[src/rtl/baej_branch_pkg.sv]
// Shared definitions for the branch resolution unit: opcode encodings,
// FSM state type and the taken-counter ceiling.
package baej_branch_pkg;

    localparam logic [1:0] OP_BEQ = 2'b00;
    localparam logic [1:0] OP_BNE = 2'b01;
    localparam logic [1:0] OP_JMP = 2'b10;
    localparam logic [1:0] OP_RSV = 2'b11;

    typedef enum logic [1:0] {
        ST_IDLE  = 2'd0,
        ST_EVAL  = 2'd1,
        ST_ISSUE = 2'd2
    } state_t;

    localparam logic [15:0] COUNT_MAX = 16'hFFFF;

endpackage

[src/rtl/branch_cond.sv]
// Combinational branch condition: equality compare qualified by opcode.
module branch_cond
    import baej_branch_pkg::*;
#(
    parameter int WIDTH = 16
) (
    input  logic [1:0]       op,
    input  logic [WIDTH-1:0] a,
    input  logic [WIDTH-1:0] b,
    output logic             cond
);

    logic equal;

    assign equal = (a == b);

    always_comb begin
        cond = 1'b0;
        case (op)
            OP_BEQ:  cond = equal;
            OP_BNE:  cond = !equal;
            OP_JMP:  cond = 1'b1;
            default: cond = 1'b0;
        endcase
    end

endmodule

[src/rtl/branch_resolver.sv]
// Three-state branch resolver: capture request, evaluate condition and
// redirect target, then hold the result until the fetch stage takes it.
//
// Handshakes: a transfer happens on a rising edge where valid and ready are
// both 1. ReqReady and RespValid are decodes of the registered state only;
// RespValid stays high until its handshake unless Flush or Reset intervene.
module branch_resolver
    import baej_branch_pkg::*;
#(
    parameter int WIDTH = 16,
    parameter int OFF_W = 8
) (
    input  logic             CLK,
    input  logic             Reset,
    input  logic             ReqValid,
    output logic             ReqReady,
    input  logic [1:0]       Op,
    input  logic [WIDTH-1:0] A,
    input  logic [WIDTH-1:0] B,
    input  logic [WIDTH-1:0] PC,
    input  logic [OFF_W-1:0] Offset,
    input  logic             Flush,
    output logic             RespValid,
    input  logic             RespReady,
    output logic             Taken,
    output logic [WIDTH-1:0] NextPC,
    output logic [15:0]      TakenCount,
    output logic [1:0]       DbgState
);

    state_t           state_q, state_d;
    logic [1:0]       op_q, op_d;
    logic [WIDTH-1:0] a_q, a_d;
    logic [WIDTH-1:0] b_q, b_d;
    logic [WIDTH-1:0] pc_q, pc_d;
    logic [OFF_W-1:0] off_q, off_d;
    logic             taken_q, taken_d;
    logic [WIDTH-1:0] next_pc_q, next_pc_d;
    logic [15:0]      count_q, count_d;

    logic             cond;
    logic [WIDTH-1:0] target;
    logic [WIDTH-1:0] fallthrough;

    branch_cond #(
        .WIDTH(WIDTH)
    ) u_cond (
        .op  (op_q),
        .a   (a_q),
        .b   (b_q),
        .cond(cond)
    );

    // Both adders wrap naturally at WIDTH bits.
    assign target      = pc_q + {{(WIDTH-OFF_W){off_q[OFF_W-1]}}, off_q};
    assign fallthrough = pc_q + WIDTH'(1);

    always_comb begin
        state_d   = state_q;
        op_d      = op_q;
        a_d       = a_q;
        b_d       = b_q;
        pc_d      = pc_q;
        off_d     = off_q;
        taken_d   = taken_q;
        next_pc_d = next_pc_q;
        count_d   = count_q;

        if (Flush) begin
            state_d = ST_IDLE;
        end else begin
            case (state_q)
                ST_IDLE: begin
                    if (ReqValid) begin
                        op_d    = Op;
                        a_d     = A;
                        b_d     = B;
                        pc_d    = PC;
                        off_d   = Offset;
                        state_d = ST_EVAL;
                    end
                end
                ST_EVAL: begin
                    taken_d   = cond;
                    next_pc_d = cond ? target : fallthrough;
                    state_d   = ST_ISSUE;
                end
                ST_ISSUE: begin
                    if (RespReady) begin
                        state_d = ST_IDLE;
                        if (taken_q && (count_q != COUNT_MAX)) begin
                            count_d = count_q + 16'd1;
                        end
                    end
                end
                default: state_d = ST_IDLE;
            endcase
        end
    end

    always_ff @(posedge CLK or posedge Reset) begin
        if (Reset) begin
            state_q   <= ST_IDLE;
            op_q      <= '0;
            a_q       <= '0;
            b_q       <= '0;
            pc_q      <= '0;
            off_q     <= '0;
            taken_q   <= 1'b0;
            next_pc_q <= '0;
            count_q   <= '0;
        end else begin
            state_q   <= state_d;
            op_q      <= op_d;
            a_q       <= a_d;
            b_q       <= b_d;
            pc_q      <= pc_d;
            off_q     <= off_d;
            taken_q   <= taken_d;
            next_pc_q <= next_pc_d;
            count_q   <= count_d;
        end
    end

    assign ReqReady   = (state_q == ST_IDLE);
    assign RespValid  = (state_q == ST_ISSUE);
    assign Taken      = taken_q;
    assign NextPC     = next_pc_q;
    assign TakenCount = count_q;
    assign DbgState   = state_q;

endmodule

[config.mk]
export PLATFORM = sky130hd
export DESIGN_NAME = branch_resolver
export DESIGN_NICKNAME = d
export VERILOG_FILES = /design/src/rtl/baej_branch_pkg.sv /design/src/rtl/branch_cond.sv /design/src/rtl/branch_resolver.sv
export SDC_FILE = /design/constraint.sdc
export NUM_CORES = 1
export LEC_CHECK = 0
export ABC_CLOCK_PERIOD_IN_PS = 7860
export CAP_MARGIN = 20
export CORE_MARGIN = 3
export CORE_UTILIZATION = 55
export DETAILED_ROUTE_END_ITERATION = 10
export HOLD_SLACK_MARGIN = 0.12
export PLACE_DENSITY_LB_ADDON = 0.08
export SETUP_SLACK_MARGIN = 0.1
export SLEW_MARGIN = 25
export SYNTH_ARGS = -nofsm -noshare
export SYNTH_HDL_FRONTEND = slang
export SYNTH_SLANG_ARGS = --single-unit
[constraint.sdc]
create_clock -name CLK -period 7.86 [get_ports CLK]
set_clock_uncertainty 0.15 [all_clocks]
set_input_delay 0.786 -clock CLK [delete_from_list [all_inputs] [get_ports CLK]]
set_output_delay 0.786 -clock CLK [all_outputs]
set_load 0.01 [all_outputs]
* Yosys cells after proc, flatten, opt, wreduce, memory -nomap -nowiden
Cells that the tools add are included.
W data, S select, Z words.
** Operators by class
- $add $sub $neg :: 3
- Multiply operators :: 0
- Divide/modulo/power cells :: 0
- $lt $le $gt $ge :: 0
- Equal/unequal tests :: 8
- Shift operators :: 0
- Mux-type cells :: 6
- Bitwise operators :: 1
- Reduce and logical (&&, ||, !) cells :: 8
** Operator list (number)
- $add A16 B1 Y16 const B :: 2
- $add A16 B16 Y16 :: 1
- $eq A16 B16 Y1 :: 1
- $mux W16 :: 1
- $ne A16 B16 Y1 const B :: 1
- $mux W2 :: 3
- $ne A3 B2 Y1 const B :: 2
- $pmux W2 S3 :: 1
- $eq A2 B1 Y1 const B :: 2
- $eq A2 B2 Y1 const B :: 2
- $logic_not A2 Y1 :: 2
- $reduce_and A2 Y1 :: 2
- $reduce_and A4 Y1 :: 1
- $pmux W1 S3 :: 1
- $reduce_and A3 Y1 :: 1
- $logic_and A1 B1 Y1 :: 1
- $logic_not A1 Y1 :: 1
- $not A1 Y1 :: 1
** Word-level totals
- Register bits :: 93
- Latch bits :: 0
- Bits in writable memories :: 0
- Bits in read-only memories :: 0
- Input port bits :: 63
- Output and inout port bits :: 37
- Word-level logic and storage cells :: 35
- Memories kept :: 0

* Longest topological paths before layout
- Depth after elaboration :: 4
- Gate-level depth with buffers :: 15
- Gate-level depth less buffers :: 15

* Modules after synthesis
From an unflattened synthesis, not the netlist that was laid out.
** Second synthesis, totals
- Cell total of the unflattened synthesis :: 387
- Area, all modules :: 4499.3 sq um
** Modules (own cells, without submodules)
- branch_resolver :: times used 1, cells an instance 365, area each 4310.4 sq um, sequential area each 2327.2 sq um
- branch_cond :: times used 1, cells an instance 22, area each 188.9 sq um, sequential area each 0.0 sq um

* Worst setup path before layout
No wires, ideal clock.
- Path kind :: flip-flop to flip-flop
- Start :: register a_q[9]
- End :: register next_pc_q[8] (netlist: NextPC[8])
- Library setup time :: 69 ps
- Data arrival time :: 3208 ps
- Required time :: 7641 ps
- Path slack :: 4433 ps
- Cell stages (with the launch flop) :: 16
- Path buffers :: 0
- Cell sequence :: dfrtp_1 -> xor2_1 -> nor4_1 -> a41oi_1 -> xnor2_2 -> or2b_1 -> ha_1 -> inv_1 -> fa_1 -> nor2b_1 -> o21a_1 -> o21a_1 -> o21a_1 -> o21a_1 -> or4_1 -> nand3_1
** On the way
- Longest elaborated chain between the ends :: 4
** Ends and longest elaborated chain
- from (decl) :: line branch_resolver.sv:33 : logic [WIDTH-1:0] a_q, a_d;
- from (signal assigned) :: line branch_resolver.sv:105 : a_q <= '0;
- from (signal assigned) :: line branch_resolver.sv:115 : a_q <= a_d;
- $eq A16 B16 Y1 * :: line branch_cond.sv:15 : assign equal = (a == b);
- $logic_not A1 Y1 :: line branch_cond.sv:21 : OP_BNE: cond = !equal;
- $pmux W1 S3 * :: line branch_cond.sv:19 : case (op)
- $mux W16 * :: line branch_resolver.sv:85 : next_pc_d = cond ? target : fallthrough;
- to (signal assigned) :: line branch_resolver.sv:120 : next_pc_q <= next_pc_d;
- to (decl) :: line branch_resolver.sv:38 : logic [WIDTH-1:0] next_pc_q, next_pc_d;
Every way passes the cells marked *; elsewhere a longest branch is shown, timed or not.
A chain may end at the register's enable or synchronous reset.

* Worst setup path after layout
- Start :: register a_q[12]
- End :: register next_pc_q[8] (netlist: NextPC[8])
The elaborated chain is that of the path after synthesis.

==> reports/metrics.csv <==
stage,metric,value,unit
grt,grt_antenna_before_repair,0,
timing,final.setup.tns,0,ns
setup_path,worstPathCellList,xor2_1 -> nor4_1 -> a41oi_1 -> xnor2_2 -> or2b_1 -> ha_1 -> inv_1 -> fa_1 -> nor2b_1 -> o21a_1 -> o21a_1 -> o21a_1 -> o21a_1 -> or4_1 -> nand3_1,
power,p_seq_share,43.4,%
synth,synth.avg_cell_area,11.9,µm²
job,maxCapViolations,0,
power,p_clk_share,20.1,%
power,leakagePower,0.00251,µW
routing,drt_iter0_drc,68,
synth,synth_fp_nets,458,
timing,hold_viol_final,0,
power,ir_worst_vdd,168,µV
setup_path,slowest_delay,0.48,ns
routing,wl_per_cell,15.4,µm
floorplanning,row_count,32,
synth,synth.ff_latch_count,93,
grt,grt-ovfl-total,0,
clock_network,hold_buffers,0,
synth,synth_area,4500,µm²
clock_network,post-cts-setup-buffers,0,
setup_path,required,8.01,ns
setup_path,worst-path-buf-inv,1,
cells_and_area,n_antenna_cell,0,
synth,ys.flop_type,dfrtp_1,
cells_and_area,syn2layout_area_growth,28.5,%
floorplanning,dieArea,9300,µm²
setup_path,r2r_setup_slack,3.91,ns
clock_network,clk_latency,0.36,ns
power,sw_frac_of_total,33.5,%
cells_and_area,nets,560,
setup_path,reg2reg_depth,15,
clock_network,clkTransAtPathRegs,0.10,ns
cells_and_area,postLayoutCoreUtil,73.6,%
clock_network,htreeDepth,3,
synth,synth_edf_count,0,
floorplanning,io_pins,100,
grt,track_usage,20.9,%
timing,grt_setup_unrepaired,false,
timing,slew_headroom,35.3,%
timing,final.period_utilization,50.2,%
power,power,1520,µW
clock_network,cts-root-buf,clkbuf_8,
routing,wl,9.03,mm
setup_path,start_kind,flip-flop,
cells_and_area,drive_gt1_share,17.7,%
floorplanning,start_util,57.3,%
cells_and_area,final_common_cell,clkdlybuf4s50_1,
routing,vias,3172,
synth,yosysTopAreaCellShare,51.8,%
placed_design,port_buffers,99,
timing,fmaxAchievable,253,MHz
placed_design,dp_cells,571,
placed_design,dp_hpwl,6.73,mm
cells_and_area,fillers,593,
setup_path,critPathArrivalTime,4.10,ns
routing,firstDrtPassIters,4,
routing,drc,0,
clock_network,ctsResizeCount,0,
timing,period_minus_slack,3.95,ns
clock_network,cts_tree,done,
synth,yosysTopAreaCell,dfrtp_1,
worst_hold_path,hold_depth,2,
synth,asyncSetResetFlopFracSynth,100,%
cells_and_area,mostFrequentLayoutCells,"clkdlybuf4s50_1, dfrtp_1, mux2_2, nand2_1, xor2_1",
floorplanning,core_area,7850,µm²
floorplanning,die_h,96.4,µm
timing,setup_viol,0,
setup_path,crit_family,simple AND/OR/NAND/NOR gates,
power,power_density,262,nW/µm²
clock_network,clk_path_buf_depth,2,
setup_path,slowest_stage,or4_1,
setup_path,worstPathMaxFanout,9,
timing,slew_violations,0,
synth,yosysWarnings,0,
power,power_switching,507,µW
clock_network,clock-sinks,93,
setup_path,worst_r2r_startpoint,a_q[12]$_DFFE_PP0P_,
clock_network,cts_buffers,9,
grt,grt_pass1_wl,14.8,mm
power,intPower,1010,µW
power,p_comb_share,36.6,%
floorplanning,fp.dieW,96.4,µm
grt,first_global_vias,3101,
timing,tightest_slew,0.969,ns
worst_hold_path,worst_hold_path.endpoint,NextPC[11]$_DFFE_PP0P_,
synth,netlist_instances,378,
status,status,completed,
routing,postRouteAntennaNets,0,
setup_path,criticalPathCategory,flip-flop to flip-flop,
worst_hold_path,holdCritStartpoint,NextPC[11]$_DFFE_PP0P_,
cells_and_area,fin_cells,587,
synth,synth_area_leaders,"dfrtp_1, mux2_2, xor2_1",
synth,yosysSeqAreaShare,51.8,%
setup_path,crit_cells,15,
routing,routed_via_density,5.40,
setup_path,cpMostUsedCell,o21a_1,
worst_hold_path,holdCritPathClass,flip-flop to flip-flop,
timing,setup_ws,3.91,ns
setup_path,r2r-end,NextPC[8]$_DFFE_PP0P_,
setup_path,cp-end-kind,flip-flop,
grt,grt_max_degree,61,
placed_design,finalWeightedCongestion,0.856,
synth,synth.distinct_cells,47,
placed_design,dpl_worst_slack,3.94,ns
sequential cells by signal, indices dropped and copies added (netlist names):
register	flops
b_q	16
TakenCount	16
op_q	2
pc_q	16
a_q	16
Taken	1
DbgState	2
off_q	8
NextPC	16
cell type report:
cell class / instances / area (µm²) / share of cell area, %
sequential: 93 / 2330 / 40.3
tap: 102 / 128 / 2.21
clock buffer: 9 / 124 / 2.14
timing repair buffer: 101 / 1010 / 17.4
clock inverter: 7 / 62.6 / 1.08
inverter: 10 / 38.8 / 0.671
multi-input combinational: 265 / 2090 / 36.2
kinds of logic after synthesis:
logic type	count (synthesis)	share of synthesized area, %
flops	93	51.8
xor+xnor	39	8.10
buf+inv	20	1.84
simple gates	96	11.1
mux	58	14.5
compound gates	55	7.82
fa+ha+maj	17	4.90
worst register-to-register path: stages (launching register included):
cell and delay (ns):
dfrtp_1 0.40, xor2_1 0.16, nor4_1 0.37, a41oi_1 0.24, xnor2_2 0.38, or2b_1 0.28
ha_1 0.21, inv_1 0.08, fa_1 0.22, nor2b_1 0.06, o21a_1 0.18, o21a_1 0.20
o21a_1 0.19, o21a_1 0.19, or4_1 0.48, nand3_1 0.10
synth_stat cells, types with 3 or more instances:
cell      instances
buf_2             6
a21oi_1          12
and2_2            5
nand2b_1          4
nand2_1          31
dfrtp_1          93
xor2_1           26
nor2_1           15
o21a_1            6
clkbuf_1          3
nor2b_1           3
ha_1             16
a21o_1            5
nand4_1           7
o31ai_1           3
nor3_1            6
nor4_1            4
nand3_1           6
o21bai_1          3
a211oi_1          3
o21ai_0          14
xnor2_1          11
mux2_2           58
inv_1            10
how the worst max path moves through the flow:
stage / start / to / slack, ns
6_report: a_q[12]$_DFFE_PP0P_ / NextPC[8]$_DFFE_PP0P_ / 3.91
3_5_place_dp: a_q[12]$_DFFE_PP0P_ / NextPC[8]$_DFFE_PP0P_ / 3.94
2_1_floorplan: a_q[9]$_DFFE_PP0P_ / NextPC[8]$_DFFE_PP0P_ / 4.43
3_3_place_gp: a_q[12]$_DFFE_PP0P_ / NextPC[8]$_DFFE_PP0P_ / 4.03
5_1_grt: a_q[9]$_DFFE_PP0P_ / NextPC[15]$_DFFE_PP0P_ / 3.69
4_1_cts: a_q[12]$_DFFE_PP0P_ / NextPC[8]$_DFFE_PP0P_ / 3.90
metrics by stage:
| stage | area, µm² | hold WS (ns) |
|---|---|---|
| 2_1_floorplan | 4500 | 0.322 |
| 3_3_place_gp | 5590 | 0.316 |
| 3_5_place_dp | 5590 | 0.328 |
| 4_1_cts | 5780 | 0.350 |
| 5_1_grt | 5780 | 0.375 |
| 6_report | 5780 | 0.344 |
routing by layer:
layer  GRT usage, %  part of all wire [%]  wire (µm)
met5              0                     0          0
met4           6.89                   1.4        127
met3           4.65                   6.1        552
met2           33.9                    49       4450
met1           28.0                    43       3900
power by group through the flow:
| stage | Clock, µW | Combinational [µW] | Sequential [µW] |
|---|---|---|---|
| after floorplan | 0 | 337 | 669 |
| after global placement | 0 | 535 | 662 |
| after detailed placement | 0 | 553 | 668 |
| after CTS | 312 | 557 | 659 |
| after global routing | 333 | 614 | 673 |
| final | 304 | 554 | 657 |
No activity file was read; power rests on OpenSTA's default activity.
